<file path="config.mk">
export PLATFORM = sky130hd
export DESIGN_NAME = hazard_control_unit
export DESIGN_NICKNAME = d
export VERILOG_FILES = /design/src/rtl/hazard_control_unit.sv
export SDC_FILE = /design/constraint.sdc
export NUM_CORES = 1
export LEC_CHECK = 0
export ABC_AREA = 1
export ABC_CLOCK_PERIOD_IN_PS = 1900
export BUFFER_PORTS_ARGS = -buffer_cell sky130_fd_sc_hd__buf_4
export CAP_MARGIN = 5
export CORE_MARGIN = 4
export CORE_UTILIZATION = 25
export DETAILED_ROUTE_END_ITERATION = 8
export PLACE_DENSITY_LB_ADDON = 0.25
export SLEW_MARGIN = 15
export SYNTH_ARGS = -nofsm -noshare
export SYNTH_HDL_FRONTEND = slang
export SYNTH_SLANG_ARGS = --single-unit
</file>
<file path="constraint.sdc">
create_clock -name clk -period 1.9 [get_ports clk]
set_clock_uncertainty 0.15 [all_clocks]
set_input_delay 0.19 -clock clk [delete_from_list [all_inputs] [get_ports clk]]
set_output_delay 0.19 -clock clk [all_outputs]
set_load 0.005 [all_outputs]
</file>
<file path="src/rtl/hazard_control_unit.sv">
// Pipeline sequencer: load-use stalls, branch flushes, data-memory freeze
// with timeout, plus saturating stall/flush counters.
module hazard_control_unit #(
    parameter int TIMEOUT_CYCLES = 256,
    parameter int CNT_W          = 16
) (
    input  logic             clk,
    input  logic             rst_n,
    input  logic [4:0]       ID_rs1,
    input  logic [4:0]       ID_rs2,
    input  logic             ID_uses_rs1,
    input  logic             ID_uses_rs2,
    input  logic [4:0]       EX_rd,
    input  logic             EX_mem_read,
    input  logic             EX_branch_taken,
    input  logic             MEM_mem_req,
    input  logic             dmem_ready,
    output logic             pc_write,
    output logic             ifid_write,
    output logic             ifid_flush,
    output logic             idex_write,
    output logic             idex_flush,
    output logic             exmem_write,
    output logic             memwb_bubble,
    output logic             mem_timeout,
    output logic [CNT_W-1:0] stall_cycles,
    output logic [CNT_W-1:0] flush_count
);

    localparam int WW = $clog2(TIMEOUT_CYCLES + 1);
    localparam logic [WW-1:0] TO_V = WW'(TIMEOUT_CYCLES);

    typedef enum logic [1:0] {
        RUN      = 2'd0,
        MEM_WAIT = 2'd1,
        FAULT    = 2'd2
    } state_t;

    state_t            r_state, w_next;
    logic [WW-1:0]     r_cnt, w_cnt_next;
    logic              r_timeout;
    logic [CNT_W-1:0]  r_stall, r_flush;
    logic              w_freeze, w_load_use, w_branch;

    always_comb begin
        w_freeze = 1'b0;
        case (r_state)
            RUN:      w_freeze = MEM_mem_req && !dmem_ready;
            MEM_WAIT: w_freeze = !dmem_ready;
            default:  w_freeze = 1'b1;
        endcase
    end

    assign w_load_use = EX_mem_read && (EX_rd != 5'd0) &&
                        ((ID_uses_rs1 && ID_rs1 == EX_rd) ||
                         (ID_uses_rs2 && ID_rs2 == EX_rd));
    assign w_branch = !w_freeze && EX_branch_taken;

    // Branch outranks load-use: the dependent instruction gets squashed anyway.
    always_comb begin
        pc_write     = 1'b1;
        ifid_write   = 1'b1;
        ifid_flush   = 1'b0;
        idex_write   = 1'b1;
        idex_flush   = 1'b0;
        exmem_write  = 1'b1;
        memwb_bubble = 1'b0;
        if (w_freeze) begin
            pc_write     = 1'b0;
            ifid_write   = 1'b0;
            idex_write   = 1'b0;
            exmem_write  = 1'b0;
            memwb_bubble = 1'b1;
        end else if (EX_branch_taken) begin
            ifid_flush = 1'b1;
            idex_flush = 1'b1;
        end else if (w_load_use) begin
            pc_write   = 1'b0;
            ifid_write = 1'b0;
            idex_flush = 1'b1;
        end
    end

    always_comb begin
        w_next     = r_state;
        w_cnt_next = r_cnt;
        case (r_state)
            RUN: begin
                if (w_freeze) begin
                    w_next     = MEM_WAIT;
                    w_cnt_next = WW'(1);
                end
            end
            MEM_WAIT: begin
                if (dmem_ready) begin
                    w_next     = RUN;
                    w_cnt_next = '0;
                end else if (r_cnt == TO_V) begin
                    w_next = FAULT;
                end else begin
                    w_cnt_next = r_cnt + 1'b1;
                end
            end
            default: w_next = FAULT;
        endcase
    end

    always_ff @(posedge clk or negedge rst_n) begin
        if (!rst_n) begin
            r_state   <= RUN;
            r_cnt     <= '0;
            r_timeout <= 1'b0;
            r_stall   <= '0;
            r_flush   <= '0;
        end else begin
            r_state   <= w_next;
            r_cnt     <= w_cnt_next;
            r_timeout <= r_timeout || (w_next == FAULT);
            if (!pc_write && r_stall != '1)
                r_stall <= r_stall + 1'b1;
            if (w_branch && r_flush != '1)
                r_flush <= r_flush + 1'b1;
        end
    end

    assign mem_timeout  = r_timeout;
    assign stall_cycles = r_stall;
    assign flush_count  = r_flush;

endmodule

</file>
==> results.py, run 1 <==
metrics = {
    "clocking": {
        "cts_buffer_depth": 2,
        "cts-root-buf": "clkbuf_8",
        "cts_tree": "built",
        "numCtsBuffers": 5,
        "path_clk_slew_ps": 90,
        "tritoncts_num_sinks": 44,
        "worst_skew_pair.late_latency_ps": 300,
        "cts_max_level": 2,
    },
    "routing": {
        "wire_per_inst_um": 11.18,
        "vias": 2536,
        "ant_nets": 0,
        "drt-pass1-iter-count": 4,
        "drc_errors": 0,
        "via_per_inst": 4.227,
        "drt_iter0_drc": 81,
        "drt_wl_total_um": 6709,
    },
    "floorplan": {
        "initial_core_util_pct": 25.53,
        "io_pins": 63,
        "core_area_um2": 10840,
        "fp.dieH_um": 113.2,
        "rows": 38,
        "die_area_um2": 12820,
        "die_x_um": 113.2,
    },
    "logic_synthesis": {
        "netlist_area_um2": 2768,
        "seq_area_frac_synth_pct": 39.78,
        "synthArstFlopShare_pct": 100.0,
        "yosysUniqueCellTypes": 32,
        "synth_nets": 403,
        "synth_compound_area_share_pct": 2.939,
        "synth_commonest_cells": "nand2_1, inv_1, dfrtp_1",
        "synth.most_common_cell": "nand2_1",
        "synth_flop_cell": "dfrtp_1",
        "synth_xor_area_share_pct": 6.646,
        "yosysTopAreaCellShare_pct": 39.78,
        "yosys.area_share.adder_pct": 1.808,
        "synthTopCellsByArea": "dfrtp_1, nand2_1, inv_1",
        "synthSimpleGateAreaFrac_pct": 38.38,
        "yosys_warnings": 0,
        "synth_edf_count": 0,
        "syn_area_per_cell_um2": 7.361,
        "synth-seq-cells": 44,
        "synthMuxAreaShare_pct": 0,
        "yosysTopAreaCell": "dfrtp_1",
        "synth_top_family_by_area": "simple AND/OR/NAND/NOR gates",
        "netlist_instances": 376,
    },
    "global_routing": {
        "grt_util_all_layers_pct": 10.88,
        "grt_pass1_vias": 2493,
        "antenna_found_initial": 0,
        "grt_max_degree": 45,
        "grt_pass1_wl_um": 11580,
        "overflow": 0,
    },
    "setup_path": {
        "r2r-start": "flush_count[1]",
        "crit_required_ps": 1560,
        "end_kind": "output pin",
        "reg2reg_to": "flush_count[8]",
        "critical-path-top-delay-family": "buffers and inverters",
        "crit_path_cell_trace": "nor2_4, nand2_4, nand3_4, clkinvlp_4, buf_6, buf_4",
        "critPathLaunchType": "register",
        "crit_type": "reg2out",
        "r2r_slack_ps": 150,
        "critPathBufInv": 3,
        "arrival_ps": 1480,
        "worstPathMaxFanout": 3,
        "reg2regPathDepth": 8,
        "crit_slowest_cell": "dfrtp_1",
        "critPathMaxStageDelay_ps": 430,
    },
    "timing": {
        "worst_pin_slew_ps": 571.3,
        "fin_hold_ws_ps": 16.06,
        "slew_viol_final": 0,
        "setup_viol": 0,
        "fin_crit_ps": 1817,
        "fin_crit_sh_pct": 95.63,
        "slew_headroom_pct": 61.91,
        "finalHoldViolations": 0,
        "fin_setup_tns_ps": 0,
        "fmax_ghz": 0.5503,
    },
    "min_path": {
        "min_from": "dmem_ready",
        "whs_path_depth": 4,
        "hold_path_class": "in2reg",
        "hold_path_end": "r_cnt[8]",
    },
    "layout": {
        "antenna_cells": 0,
        "n_fill_cell": 1156,
        "drive_gt1_share_pct": 25.43,
        "fin_area_um2": 3649,
        "syn2layout_area_growth_pct": 31.83,
        "fin_nets": 486,
    },
    "job": {
        "cap_violations": 0,
    },
    "power": {
        "ir_worst_vdd_uv": 281.0,
        "p_total_uw": 1763,
        "power.leakage_uw": 0.001924,
        "p_per_area_nw_per_um2": 483.3,
    },
    "placement": {
        "dp_hpwl_um": 5055,
        "portBuffers": 62,
        "place_area_um2": 3431,
        "gp_congestion": 0.7733,
    },
    "status": {
        "status": "completed",
    },
}
-- routing by layer --
metal  wire [um]  vias to the layer above  track usage, %
li1            -                     1329               -
met3         270                        7           2.299
met5           0                        -               0
met1        3125                     1155           14.47
met2        3258                       45           18.21
met4          55                        0           2.404
-- per-stage QoR --
step	util (%)	setup slack [ps]	std cells
after CTS	33.13	14.19	595
after detailed placement	31.65	53.11	583
final	33.66	82.94	600
after global routing	33.66	-7.204	600
after floorplan	-	249.8	376
after global placement	31.65	99.30	583
-- worst max path at each step --
stage	from	endpoint	slack [ps]	cells past startpoint
4_1_cts	r_state[1]	pc_write	10	7
3_5_place_dp	stall_cycles[0]	stall_cycles[15]	50	11
2_1_floorplan	stall_cycles[0]	stall_cycles[14]	250	10
6_report	r_state[1]	exmem_write	80	6
3_3_place_gp	stall_cycles[0]	stall_cycles[15]	100	11
5_1_grt	r_state[1]	pc_write	-7	7
-- final cells by class --
cell class / instances / area (um2) / area share [%]
clock inverter: 3 / 42.54 / 1.166
tap: 140 / 175.2 / 4.801
multi-input combinational: 266 / 1410 / 38.65
sequential: 44 / 1102 / 30.21
inverter: 61 / 235.2 / 6.447
clock buffer: 5 / 68.82 / 1.886
timing repair buffer: 81 / 614.3 / 16.84
-- cell families after synthesis --
kind of cell	count (synthesis)
and+or+nand+nor	224
xor gates and xnor gates	21
AOI/OAI and AO/OA	16
DFF	44
adders and majority gates	4
buffers and inverters	67
-- repair_timing --
action,in CTS,in global routing
gates cloned,1,0
gates resized for setup,2,7
endpoints found under the setup margin,2,15
pin swaps,2,2
endpoints found under the hold margin,44,0
hold buffers,1,0
setup buffers,2,5
-- state kept, by name (all words and copies together), names as in the netlist --
register and count:
flush_count 16, stall_cycles 16, r_cnt 9, r_state 2, mem_timeout 1
-- worst min-delay path: stages --
cell     delay [ps]
buf_4           100
nor3b_1          40
nand3_1          50
nand2_1          40
-- power breakdown --
group	switching (uW)	internal (uW)	total [uW]
combinational	58.2	44.6	103
sequential	0	935	935
clock	336	389	725
total	394	1370	1760
-- cells in the final DEF (no fill, tap or decap), types with 2 or more instances in the layout --
| cell | count |
|---|---|
| a21oi_1 | 3 |
| buf_4 | 79 |
| clkbuf_8 | 5 |
| clkinvlp_4 | 2 |
| dfrtp_1 | 43 |
| ha_1 | 4 |
| inv_1 | 55 |
| inv_2 | 4 |
| nand2_1 | 125 |
| nand2_2 | 3 |
| nand2_4 | 3 |
| nand2_8 | 2 |
| nand3_1 | 35 |
| nand3_2 | 2 |
| nand4_1 | 9 |
| nor2_1 | 23 |
| nor2_2 | 2 |
| nor2_4 | 4 |
| nor3_1 | 6 |
| nor3_2 | 2 |
| nor3b_1 | 2 |
| o21ai_0 | 11 |
| xnor2_1 | 7 |
| xor2_1 | 14 |
No activity file was read; power rests on OpenSTA's default activity.
==> run 2: changes to the inputs <==
--- a/config.mk
+++ b/config.mk
@@ -13,6 +13,7 @@
 export CORE_UTILIZATION = 25
 export DETAILED_ROUTE_END_ITERATION = 8
 export PLACE_DENSITY_LB_ADDON = 0.25
+export REMOVE_ABC_BUFFERS = 1
 export SLEW_MARGIN = 15
 export SYNTH_ARGS = -nofsm -noshare
 export SYNTH_HDL_FRONTEND = slang
==> results.py, run 2 (synthesis results as in run 1) <==
metrics = {
    "routing": {
        "drt_wl_total_um": 6700,
        "drt-pass1-iter-count": 4,
        "ant_nets": 0,
        "via_per_inst": 4.288,
        "drc_errors": 0,
        "vias": 2560,
        "drt_iter0_drc": 85,
        "wire_per_inst_um": 11.22,
    },
    "floorplan": {
        "initial_core_util_pct": 25.53,
        "fp.dieH_um": 113.2,
        "die_area_um2": 12820,
        "core_area_um2": 10840,
        "io_pins": 63,
        "rows": 38,
        "die_x_um": 113.2,
    },
    "global_routing": {
        "grt_util_all_layers_pct": 10.60,
        "overflow": 0,
        "grt_pass1_vias": 2453,
        "grt_max_degree": 45,
        "antenna_found_initial": 0,
        "grt_pass1_wl_um": 11450,
    },
    "layout": {
        "instances_no_fill": 597,
        "antenna_cells": 0,
        "final_cell_mix": "nand2_1, buf_4, inv_1",
        "fin_area_um2": 3659,
        "n_fill_cell": 1164,
        "final_common_cell": "nand2_1",
        "regArea_um2": 1101,
        "drive_gt1_share_pct": 24.29,
        "fin_nets": 484,
        "multi_input_area_um2": 1393,
        "syn2layout_area_growth_pct": 32.19,
    },
    "clocking": {
        "worst_skew_pair.late_latency_ps": 290,
        "tritoncts_num_sinks": 44,
        "cts_max_level": 2,
        "cts_buffer_depth": 2,
        "cts-root-buf": "clkbuf_8",
        "path_clk_slew_ps": 80,
        "numCtsBuffers": 5,
        "cts_tree": "built",
    },
    "placement": {
        "dp_hpwl_um": 5155,
        "dp_cells": 584,
        "place_area_um2": 3463,
        "gp_congestion": 0.7677,
        "portBuffers": 62,
    },
    "setup_path": {
        "end_kind": "register",
        "crit_required_ps": 1960,
        "critPathLaunchType": "register",
        "worstPathMaxFanout": 4,
        "crit_type": "reg2reg",
        "arrival_ps": 1820,
    },
    "timing": {
        "slew_viol_final": 0,
        "fin_setup_tns_ps": 0,
        "setup_viol": 0,
        "rsz0062_at_grt": "false",
        "fin_crit_ps": 1763,
        "fmax_ghz": 0.5671,
        "worst_pin_slew_ps": 593.7,
        "finalHoldViolations": 0,
        "slew_headroom_pct": 60.42,
        "fin_crit_sh_pct": 92.80,
    },
    "min_path": {
        "hold_path_class": "in2reg",
    },
    "power": {
        "ir_worst_vdd_uv": 411.1,
        "power.leakage_uw": 0.001942,
        "p_per_area_nw_per_um2": 516.7,
    },
    "status": {
        "status": "completed",
    },
    "job": {
        "cap_violations": 0,
    },
}
-- run 2: repair_timing --
item                                   in CTS  in global routing
endpoints found under the hold margin      44                  0
pin swaps                                   1                  2
hold buffers                                1                  0
setup buffers                               1                  4
resized for setup                           0                  4
setup endpoints to repair                   2                 15
-- run 2: final timing paths --
check / endpoint / slack, ps / from / cells after the start
max: flush_count[4] / 140 / flush_count[0] / 9
min: r_cnt[7] / 20 / dmem_ready / 4
max reg2reg: flush_count[4] / 140 / flush_count[0] / 9
min reg2reg: r_state[0] / 330 / r_state[0] / 1
max in group asynchronous: flush_count[0] / 900 / rst_n / 2
min in group asynchronous: stall_cycles[13] / 290 / rst_n / 2
-- run 2: power breakdown --
group | internal [uW] | total, uW | switching (uW)
clock network | 518 | 851 | 333
registers | 935 | 935 | 0
logic | 44.5 | 104 | 59.2
total | 1500 | 1890 | 392
-- run 2: cell type report --
type / instances / area share [%]
Timing Repair Buffer: 80 / 17.17
Inverter: 61 / 6.361
Tap cell: 140 / 4.788
Clock inverter: 2 / 1.642
Sequential cell: 44 / 30.10
Clock buffer: 5 / 1.881
Multi-Input combinational cell: 265 / 38.06
-- run 2: stage by stage --
stage / hold WS (ps) / power, uW / setup WS (ps) / util, %
floorplan: -255.6 / 990.1 / 94.65 / -
finish: 23.83 / 1891 / 136.8 / 33.75
detailed placement: 99.56 / 1059 / 102.7 / 31.95
global route: 28.89 / 1975 / 4.008 / 33.75
CTS: 11.52 / 1925 / 61.38 / 33.30
global placement: 95.34 / 1057 / 134.6 / 31.95
-- run 2: worst max-delay path, cell delays in order (launching register included) --
cell and delay (ps):
dfrtp_1 410, ha_1 210, nand3_1 120, nor2_1 60, nand3_1 110, nand2_4 80, buf_4 130, buf_4 140
nor2_1 110, xor2_1 160
-- run 2: layer usage --
metal	track usage, %	part of all wire, %
met1	14.07	46
met2	18.17	49
met3	2.139	3.9
met4	1.683	0.34
met5	0	0
